==> src/rtl/npu_pkg.sv <==
// Shared NPU types and widths: MAC sequencer states, accumulator/data widths,
// and the length/address widths shared with the command register block.
package npu_pkg;

   localparam int ACC_W      = 32;
   localparam int DATA_W     = 8;
   localparam int NPU_ADDR_W = 10;
   localparam int NPU_LEN_W  = 10;

   typedef enum logic [2:0] {
      IDLE,
      CLEAR,
      RUN,
      DRAIN,
      DONE
   } mac_seq_state_e;

   // Clamp negative accumulator values to zero.
   function automatic logic signed [ACC_W-1:0] relu(input logic signed [ACC_W-1:0] v);
      return v[ACC_W-1] ? '0 : v;
   endfunction

endpackage

==> src/rtl/mac_seq_ctrl_if.sv <==
// Job/result handshake bundle between the NPU command registers (master)
// and the MAC sequencer (slave).
interface mac_seq_ctrl_if
   import npu_pkg::*;
#(
   parameter int ADDR_W = NPU_ADDR_W,
   parameter int LEN_W  = NPU_LEN_W
);

   logic                    start_valid;
   logic                    start_ready;
   logic [LEN_W-1:0]        cfg_len;
   logic [ADDR_W-1:0]       cfg_w_base;
   logic [ADDR_W-1:0]       cfg_a_base;
   logic                    out_valid;
   logic                    out_ready;
   logic signed [ACC_W-1:0] out_data;

   modport master (
      output start_valid, cfg_len, cfg_w_base, cfg_a_base, out_ready,
      input  start_ready, out_valid, out_data
   );

   modport slave (
      input  start_valid, cfg_len, cfg_w_base, cfg_a_base, out_ready,
      output start_ready, out_valid, out_data
   );

endinterface

==> src/rtl/mac_seq_addr_gen.sv <==
// SRAM address generator: loads a base, steps by one with modulo-2^ADDR_W wrap.
// Address holds whenever neither load nor step is asserted.
module mac_seq_addr_gen #(
   parameter int ADDR_W = 10
) (
   input  logic              clk,
   input  logic              rst,
   input  logic              load,
   input  logic [ADDR_W-1:0] base,
   input  logic              step,
   output logic [ADDR_W-1:0] addr
);

   logic [ADDR_W-1:0] addr_q;

   always_ff @(posedge clk) begin
      if (rst) begin
         addr_q <= '0;
      end else if (load) begin
         addr_q <= base;
      end else if (step) begin
         addr_q <= addr_q + ADDR_W'(1);
      end
   end

   assign addr = addr_q;

endmodule

==> src/rtl/mac_seq_ctrl.sv <==
// Dot-product sequencer for one INT8 MAC: result valid len+2 cycles after accept (2 for len=0),
// held until out_ready; no new job accepted while busy. MAC_SEQ_RELU_EN clamps negative results to 0.
module mac_seq_ctrl
   import npu_pkg::*;
#(
   parameter int ADDR_W = NPU_ADDR_W,
   parameter int LEN_W  = NPU_LEN_W
) (
   input  logic                    clk,
   input  logic                    rst,
   mac_seq_ctrl_if.slave           job,
   output logic                    w_rd_en,
   output logic [ADDR_W-1:0]       w_rd_addr,
   output logic                    a_rd_en,
   output logic [ADDR_W-1:0]       a_rd_addr,
   output logic                    mac_clear,
   output logic                    mac_enable,
   input  logic signed [ACC_W-1:0] mac_result,
   output logic                    busy
);

   mac_seq_state_e state_q, state_d;
   logic [LEN_W-1:0] len_q, len_d;
   logic [LEN_W-1:0] idx_q, idx_d;
   logic             addr_load;
   logic             addr_step;
   logic             rd_en;
   logic             start_ready;
   logic             out_valid;
   logic signed [ACC_W-1:0] result_view;

   always_ff @(posedge clk) begin
      if (rst) begin
         state_q <= IDLE;
         len_q   <= '0;
         idx_q   <= '0;
      end else begin
         state_q <= state_d;
         len_q   <= len_d;
         idx_q   <= idx_d;
      end
   end

   // idx_q is the index whose read is issued in the current cycle.
   always_comb begin
      state_d     = state_q;
      len_d       = len_q;
      idx_d       = idx_q;
      start_ready = 1'b0;
      rd_en       = 1'b0;
      addr_load   = 1'b0;
      addr_step   = 1'b0;
      mac_clear   = 1'b0;
      mac_enable  = 1'b0;
      out_valid   = 1'b0;

      unique case (state_q)
         IDLE: begin
            start_ready = 1'b1;
            if (job.start_valid) begin
               len_d     = job.cfg_len;
               idx_d     = '0;
               addr_load = 1'b1;
               state_d   = CLEAR;
            end
         end
         CLEAR: begin
            mac_clear = 1'b1;
            if (len_q == '0) begin
               state_d = DONE;
            end else begin
               rd_en = 1'b1;
               if (len_q == LEN_W'(1)) begin
                  state_d = DRAIN;
               end else begin
                  addr_step = 1'b1;
                  idx_d     = LEN_W'(1);
                  state_d   = RUN;
               end
            end
         end
         RUN: begin
            rd_en      = 1'b1;
            mac_enable = 1'b1;
            if (idx_q == len_q - LEN_W'(1)) begin
               state_d = DRAIN;
            end else begin
               addr_step = 1'b1;
               idx_d     = idx_q + LEN_W'(1);
            end
         end
         DRAIN: begin
            mac_enable = 1'b1;
            state_d    = DONE;
         end
         DONE: begin
            out_valid = 1'b1;
            if (job.out_ready) begin
               state_d = IDLE;
            end
         end
         default: begin
            state_d = IDLE;
         end
      endcase
   end

   mac_seq_addr_gen #(.ADDR_W(ADDR_W)) u_w_addr (
      .clk  (clk),
      .rst  (rst),
      .load (addr_load),
      .base (job.cfg_w_base),
      .step (addr_step),
      .addr (w_rd_addr)
   );

   mac_seq_addr_gen #(.ADDR_W(ADDR_W)) u_a_addr (
      .clk  (clk),
      .rst  (rst),
      .load (addr_load),
      .base (job.cfg_a_base),
      .step (addr_step),
      .addr (a_rd_addr)
   );

`ifdef MAC_SEQ_RELU_EN
   assign result_view = relu(mac_result);
`else
   assign result_view = mac_result;
`endif

   assign w_rd_en         = rd_en;
   assign a_rd_en         = rd_en;
   assign job.start_ready = start_ready;
   assign job.out_valid   = out_valid;
   // The MAC is idle in DONE, so the accumulator is stable while presented.
   assign job.out_data    = out_valid ? result_view : '0;
   assign busy            = (state_q != IDLE);

endmodule
==> src/flat_wrapper.sv <==
// flat-port wrapper written by rule: the top's interface ports become plain ports
module mac_seq_ctrl_flat import npu_pkg::*;
#(
   parameter int ADDR_W = NPU_ADDR_W,
   parameter int LEN_W  = NPU_LEN_W
)
  (clk, rst, w_rd_en, w_rd_addr, a_rd_en, a_rd_addr, mac_clear, mac_enable, mac_result, busy, job_start_valid, job_cfg_len, job_cfg_w_base, job_cfg_a_base, job_out_ready, job_start_ready, job_out_valid, job_out_data);
  mac_seq_ctrl_if #(.ADDR_W(ADDR_W), .LEN_W(LEN_W)) job_i ();
  input  logic clk;
  input  logic rst;
  output logic w_rd_en;
  output logic [ADDR_W-1:0] w_rd_addr;
  output logic a_rd_en;
  output logic [ADDR_W-1:0] a_rd_addr;
  output logic mac_clear;
  output logic mac_enable;
  input  logic signed [ACC_W-1:0] mac_result;
  output logic busy;
  input wire logic [$bits(job_i.start_valid)-1:0] job_start_valid;
  input wire logic [$bits(job_i.cfg_len)-1:0] job_cfg_len;
  input wire logic [$bits(job_i.cfg_w_base)-1:0] job_cfg_w_base;
  input wire logic [$bits(job_i.cfg_a_base)-1:0] job_cfg_a_base;
  input wire logic [$bits(job_i.out_ready)-1:0] job_out_ready;
  output wire logic [$bits(job_i.start_ready)-1:0] job_start_ready;
  output wire logic [$bits(job_i.out_valid)-1:0] job_out_valid;
  output wire logic [$bits(job_i.out_data)-1:0] job_out_data;
  assign job_i.start_valid = job_start_valid;
  assign job_i.cfg_len = job_cfg_len;
  assign job_i.cfg_w_base = job_cfg_w_base;
  assign job_i.cfg_a_base = job_cfg_a_base;
  assign job_i.out_ready = job_out_ready;
  assign job_start_ready = job_i.start_ready;
  assign job_out_valid = job_i.out_valid;
  assign job_out_data = job_i.out_data;
  mac_seq_ctrl #(.ADDR_W(ADDR_W), .LEN_W(LEN_W)) u_core (.clk(clk), .rst(rst), .job(job_i), .w_rd_en(w_rd_en), .w_rd_addr(w_rd_addr), .a_rd_en(a_rd_en), .a_rd_addr(a_rd_addr), .mac_clear(mac_clear), .mac_enable(mac_enable), .mac_result(mac_result), .busy(busy));
endmodule
==> config.mk <==
export PLATFORM = sky130hd
export DESIGN_NAME = mac_seq_ctrl_flat
export DESIGN_NICKNAME = d
export VERILOG_FILES = /design/src/rtl/npu_pkg.sv /design/src/rtl/mac_seq_ctrl_if.sv /design/src/rtl/mac_seq_addr_gen.sv /design/src/rtl/mac_seq_ctrl.sv /design/src/flat_wrapper.sv
export SDC_FILE = /design/constraint.sdc
export NUM_CORES = 1
export LEC_CHECK = 0
export ABC_AREA = 0
export BUFFER_PORTS_ARGS = -buffer_cell sky130_fd_sc_hd__buf_4
export CAP_MARGIN = 20
export CORE_MARGIN = 2
export CORE_UTILIZATION = 36
export CTS_CLUSTER_DIAMETER = 150
export CTS_CLUSTER_SIZE = 24
export DETAILED_ROUTE_END_ITERATION = 10
export GPL_ROUTABILITY_DRIVEN = 1
export GPL_TIMING_DRIVEN = 0
export HOLD_SLACK_MARGIN = 0.08
export PLACE_DENSITY = 0.7
export SETUP_SLACK_MARGIN = 0.1
export SLEW_MARGIN = 20
export SYNTH_ARGS = -nofsm -noshare
export SYNTH_HDL_FRONTEND = slang
export SYNTH_HIERARCHICAL = 1
export SYNTH_SLANG_ARGS = --single-unit
==> constraint.sdc <==
create_clock -name clk -period 3.2 [get_ports clk]
set_clock_uncertainty 0.1 [all_clocks]
set_input_delay 0.32 -clock clk [delete_from_list [all_inputs] [get_ports clk]]
set_output_delay 0.32 -clock clk [all_outputs]
set_load 0.02 [all_outputs]
==> run metrics, run 1 <==
status=complete, but fails checks; failing checks=negative setup slack; Worst Max-Slew Pin Slew=0.9260 ns; total grt overflow=0; Via Count=3,329; TritonCTS Buffers=5; DR vias/cell=5.267; share of flip-flops with an asynchronous set or reset=0; relative slew slack=0.3814; Post-synth EDFFs=0; DP HPWL=6973 um; Starting Density=0.3768; clock sink count=43; WP data required=3.31 ns; per-cell routed wire length=14.79 um; Slew Viols, Final=0; # DRC=0; dpl ws=-0.5437 ns; Post-Route Setup TNS=-0.6792 ns; Synth area leader=dfxtp_1; Area contributors post-synth=dfxtp_1 29%, and2_1 7.0%, xnor2_1 6.0%; worst skew pair latency=0.30 ns; Post-Syn Area per Cell=7.700 um^2; PortBufs=124; Post-Syn Area=2942 um^2; core box area=7807 um^2; Die W=94.40 um; Fillers=739; VDD IR max=0.0002602 V; synth unique cells=54; Final Hold Viols=0; part of the cycle the worst path needs=1.038; non-filler instance count after layout=632; Post-Place Cell Area=4048 um^2; global-route wire length before repair=14,990 um; clock transition at the registers of the reported paths=0.09 ns; initial antenna violation count=0; power density over cell area=582.0 nW/um^2; crit path from=u_core/len_q[2]; Crit Path Max Fanout=8; Max Cap Viol=0; RSZ-0062 raised after global routing=true; HP Class=in -> reg; H-Tree Level Count=2; syn_nets=454; Fmax achieved=0.3010 GHz; share of post-route cells with drive strength above 1=0.3887; CP Class=reg -> reg; Root Buffer=clkbuf_8; minimum clock period=3.322 ns; row count=32; overall routed net length=9346 um; full die area=8910 um^2; reg2reg start=u_core/len_q[2]; GP Congestion=0.8426; Setup-failing EPs final=11; nets=601; Ys Warns=6; Seq cells post-synth=43; CP Capture Type=flop; DIE HEIGHT=94.40 um; fin area=4442 um^2; number of global-route vias before repair=3,269; Static Leakage=1.895 nW; critical path launch point type=flop; largest net degree at the start of global routing=15; Tot Pwr=2.585 mW; Final WS setup=-0.1220 ns; Routed Antenna Nets=0; area share of the largest cell type after synthesis=0.2926; Top FF cell, synth=dfxtp_1; gr usage total=0.2085; number of I/O pins=125; start point of the worst hold path=job_cfg_len[6]; CTS tree=built; Iter 0 DRT Violations=93; number of detailed-route iterations in the first pass=5; CTS Hold Buffers Added=0; Critical Path AT=3.43 ns; diode count=0; Mapped Cells=382; worst hold slack=0.1532 ns; final core utilization=0.5689; placed insts=608; Area Growth Syn to Fin=51.00%; register area share after synthesis=0.2926; clk buf depth=2
## cells in the mapped netlist, types with 3 or more instances
cell type / count
buf_2: 5
nand3_1: 16
xnor2_1: 20
nor3b_1: 8
mux2i_1: 6
xor2_1: 6
o21a_1: 6
nand4_1: 9
a31oi_1: 4
ha_1: 6
clkbuf_1: 15
and2_1: 33
nor3_1: 7
o22ai_1: 7
dfxtp_1: 43
inv_1: 12
nor2_1: 31
o21ai_0: 9
nor2b_1: 7
a21oi_1: 30
or3_1: 10
or4_1: 3
o31ai_1: 7
nand2_1: 43
## layer usage
metal	vias to the layer above	GRT usage	share of wire
li1	1624	-	-
met1	1557	0.2297	0.38
met2	133	0.4000	0.54
met3	15	0.04629	0.064
met4	0	0.05556	0.018
met5	-	0	0
## critical path: stages (launching register included)
cell       delay [ns]
dfxtp_2          0.32
buf_6            0.11
or4_4            0.48
or4_4            0.44
a2111oi_4        0.38
o311ai_4         0.19
o31ai_4          0.25
buf_6            0.16
o31ai_4          0.09
buf_6            0.17
and3_4           0.18
nand4_1          0.10
xnor2_1          0.07
o21a_1           0.16
## worst paths after layout
kind / end / slack (ns) / cells after the start
setup / recovery: u_core/u_w_addr/addr[5] / -0.12 / 13
hold / removal: u_core/len_q[6] / 0.15 / 3
setup reg to reg: u_core/u_w_addr/addr[5] / -0.12 / 13
hold reg to reg: u_core/len_q[6] / 0.40 / 2
## cell families (layout without fill, tap and decap cells)
logic type	count (synthesis)	in the layout	synth area share
XOR/XNOR	26	26	0.07741
AND/OR/NAND/NOR	184	184	0.3364
flip-flops	43	43	0.2926
adder cells (fa/ha/maj)	6	6	0.02552
multiplexers	6	6	0.02042
AO/OA/AOI/OAI	81	81	0.1931
buffers and inverters	36	184	0.05444
## timing repair
action,4_1_cts,5_1_grt
gates resized for setup,15,28
setup buffers,10,9
pin swaps,11,10
cloned,1,0
endpoints found under the setup margin,31,30
## area by class of cell
class                           count  area (um^2)  share of cell area
Clock inverter                      3        20.02            0.004507
Multi-Input combinational cell    303         2106              0.4741
Clock buffer                        5        68.82             0.01549
Inverter                           12        45.04             0.01014
Buffer                             20        111.4             0.02507
Timing Repair Buffer              144         1092              0.2459
Sequential cell                    43        870.8              0.1961
Tap cell                          102        127.6             0.02873
## flip-flops by register name, indices dropped and copies added, names as in the netlist
register and flops:
u_core/u_w_addr/addr 10, u_core/len_q 10, u_core/idx_q 10, u_core/state_q 3, u_core/u_a_addr/addr 10
## placed cells by master, fill, tap and decap left out, types with 8 or more instances in the layout
cell type  netlist  routed
buf_4            1     142
nand2_1         43      41
dfxtp_1         43      37
and2_1          33      33
nor2_1          31      31
a21oi_1         30      30
xnor2_1         20      18
nand3_1         16      16
clkbuf_1        15      13
inv_1           12      12
nand4_1          9       9
or3_1           10       8
## report_power, final
part           internal (mW)  switching [mW]  total [mW]  leakage, nW
Clock                  0.152           0.204       0.356       0.0402
Sequential             0.627           0.142       0.768        0.355
Combinational          0.688           0.772        1.46         1.50
Power figures use the tool's default switching activity.
==> run 2: changes to the inputs <==
- CORE_UTILIZATION: 36 -> 30
- CTS_CLUSTER_DIAMETER: 150 -> 120
- PLACE_DENSITY: 0.7 -> 0.61
==> run 2 against run 1 <==
  * Setup slack improved by 0.048 ns
  * Flip-flop and latch count stayed put
  * Wire length up 2.4%
  * Cell count increased by 4.1%
  * Sequential power about the same
  * The flow still finishes with violations (negative setup slack)
  * Sequential share of layout area increased by 0.071 points
  * First-iteration DRC count increased by 13%
  * Critical path type unchanged
  * Register-to-register slack improved by 0.05 ns
  * Count of clock-buffer cells in the layout rose by 1
  * Non-clock buffer count shrank 5
  * Die area rose by 19%
  * Critical path depth is the same
==> run metrics, run 2 (synthesized netlist as in run 1, its figures left out) <==
status=complete, but fails checks; failing checks=negative setup slack; gr usage total=0.1759; Seq pwr share=0.293; clock sink count=43; P_int=1.513 mW; largest net degree at the start of global routing=15; Via Count=3,291; initial antenna violation count=0; clk buf depth=2; CTS tree=built; overall routed net length=9568 um; Static Leakage=1.856 nW; Iter 0 DRT Violations=105; H-Tree Level Count=2; met1 Use GR=0.2120; CTS Hold Buffers Added=0; Crit Path Max Fanout=5; share of post-route cells with drive strength above 1=0.3695; GR met2 Demand/Resource=0.3252; number of global-route vias before repair=3,055; WP data required=3.30 ns; total grt overflow=0; Post-Place Cell Area=4086 um^2; Slew Viols, Final=0; Starting Density=0.3052; global-route wire length before repair=14,790 um; Sequential Area=867.1 um^2; most frequent cells in the layout=138 x buf_4, 41 x nand2_1, 38 x dfxtp_1; CP Capture Type=flop; Setup-failing EPs final=5; Max stage delay on crit path=0.48 ns; multi-input gate area in the final layout=2051 um^2; number of I/O pins=125; Final WS setup=-0.07443 ns; worst skew pair latency=0.30 ns; DP HPWL=7188 um; VDD IR max=0.0002568 V; Root Buffer=clkbuf_8; Critical Path AT=3.38 ns; nets=596; Max Cap Viol=0; row count=36; TritonCTS Buffers=5; Die W=103.0 um; worst-path cell chain=buf_6, or4_4, or4_4, a2111oi_4, o311ai_4, o31ai_4, buf_6, o31ai_4, buf_6, and3_4, nand4_1, xnor2_1, o21a_1; PortBufs=124; diode count=0; switching power=1.101 mW; core box area=9639 um^2; CP bufs+invs=3; part of the cycle the worst path needs=1.023; fin area=4407 um^2; switch share=0.4212; Fmax achieved=0.3054 GHz; most common cell after layout, fill and taps aside=buf_4; Post-Route Setup TNS=-0.2538 ns; Worst Max-Slew Pin Slew=1.098 ns; delay-heaviest family, CP=simple AND/OR/NAND/NOR gates; Worst path slowest cell=or4_4; grt met3 use=0.03390; Logic pwr share=0.530; HP Class=in -> reg; # DRC=0; critical path launch point type=flop; RSZ-0062 raised after global routing=true; power density over cell area=593.1 nW/um^2; minimum clock period=3.274 ns; Clk pwr share=0.178; clock transition at the registers of the reported paths=0.09 ns; Final Hold Viols=0; Area Growth Syn to Fin=49.81%; CP Class=reg -> reg; most used cell, CP=buf_6; DIE HEIGHT=103.0 um; per-cell routed wire length=14.54 um; full die area=10,610 um^2; DR vias/cell=5.002; GP Congestion=0.8727; Fillers=996; number of detailed-route iterations in the first pass=4; GRT busiest layer=met2; Routed Antenna Nets=0; relative slew slack=0.2666
[run 2: changes by cell type in the layout (fill, tap and decap cells not counted), sizes merged]
cell / before / now
buf: 151 / 146
clkinvlp: 2 / 0
bufinv: 0 / 1
clkbuf: 18 / 19
clkinv: 1 / 0
inv: 12 / 13
[run 2: cell type report]
type,count,share of cell area
Timing Repair Buffer,139,0.2371
Inverter,12,0.01022
Sequential cell,43,0.1968
Clock inverter,2,0.008802
Buffer,20,0.02527
Multi-Input combinational cell,303,0.4654
Clock buffer,6,0.01874
Tap cell,133,0.03776
[run 2: layer usage]
| metal | vias up | part of all wire |
|---|---|---|
| li1 | 1623 | - |
| met1 | 1551 | 0.40 |
| met2 | 113 | 0.54 |
| met3 | 4 | 0.061 |
| met4 | 0 | 0.0054 |
| met5 | - | 0 |
[run 2: power groups by stage]
stage               clock network (mW)  registers (mW)  logic, mW
floorplan                            0           0.789      0.810
global placement                     0           0.756       1.24
detailed placement                   0           0.755       1.26
CTS                              0.475           0.754       1.32
global route                     0.499           0.785       1.50
finish                           0.464           0.765       1.38
[run 2: stage by stage]
| stage | power [mW] | utilization | instances | setup WS (ns) | hold slack (ns) |
|---|---|---|---|---|---|
| after floorplan | 1.599 | - | 382 | -0.1776 | 0.2891 |
| after global placement | 1.996 | 0.4239 | 639 | -0.4831 | 0.3729 |
| after detailed placement | 2.016 | 0.4239 | 639 | -0.4883 | 0.3836 |
| after CTS | 2.547 | 0.4455 | 654 | -0.1805 | 0.1425 |
| after global routing | 2.785 | 0.4572 | 658 | -0.2012 | 0.1557 |
| final | 2.613 | 0.4572 | 658 | -0.07443 | 0.1480 |
[run 2: final timing paths]
| path | from | to | slack (ns) | depth (start not counted) |
|---|---|---|---|---|
| worst max-delay path | u_core/len_q[2] | u_core/u_w_addr/addr[5] | -0.07 | 13 |
| worst min register to register | u_core/len_q[8] | u_core/len_q[8] | 0.40 | 2 |
| worst max register to register | u_core/len_q[2] | u_core/u_w_addr/addr[5] | -0.07 | 13 |
| worst min-delay path | job_cfg_a_base[0] | u_core/u_a_addr/addr[0] | 0.15 | 3 |
[run 2: timing repair]
item	CTS	global route
setup buffers	7	7
cloned	2	0
endpoints found under the setup margin	31	31
hold endpoints to repair	0	0
pin swaps	6	10
resized for setup	8	21
[run 2: tightest hold or removal path, cell delays in order]
cell and delay [ns]:
buf_4 0.08, a21oi_1 0.05, nor2_1 0.07
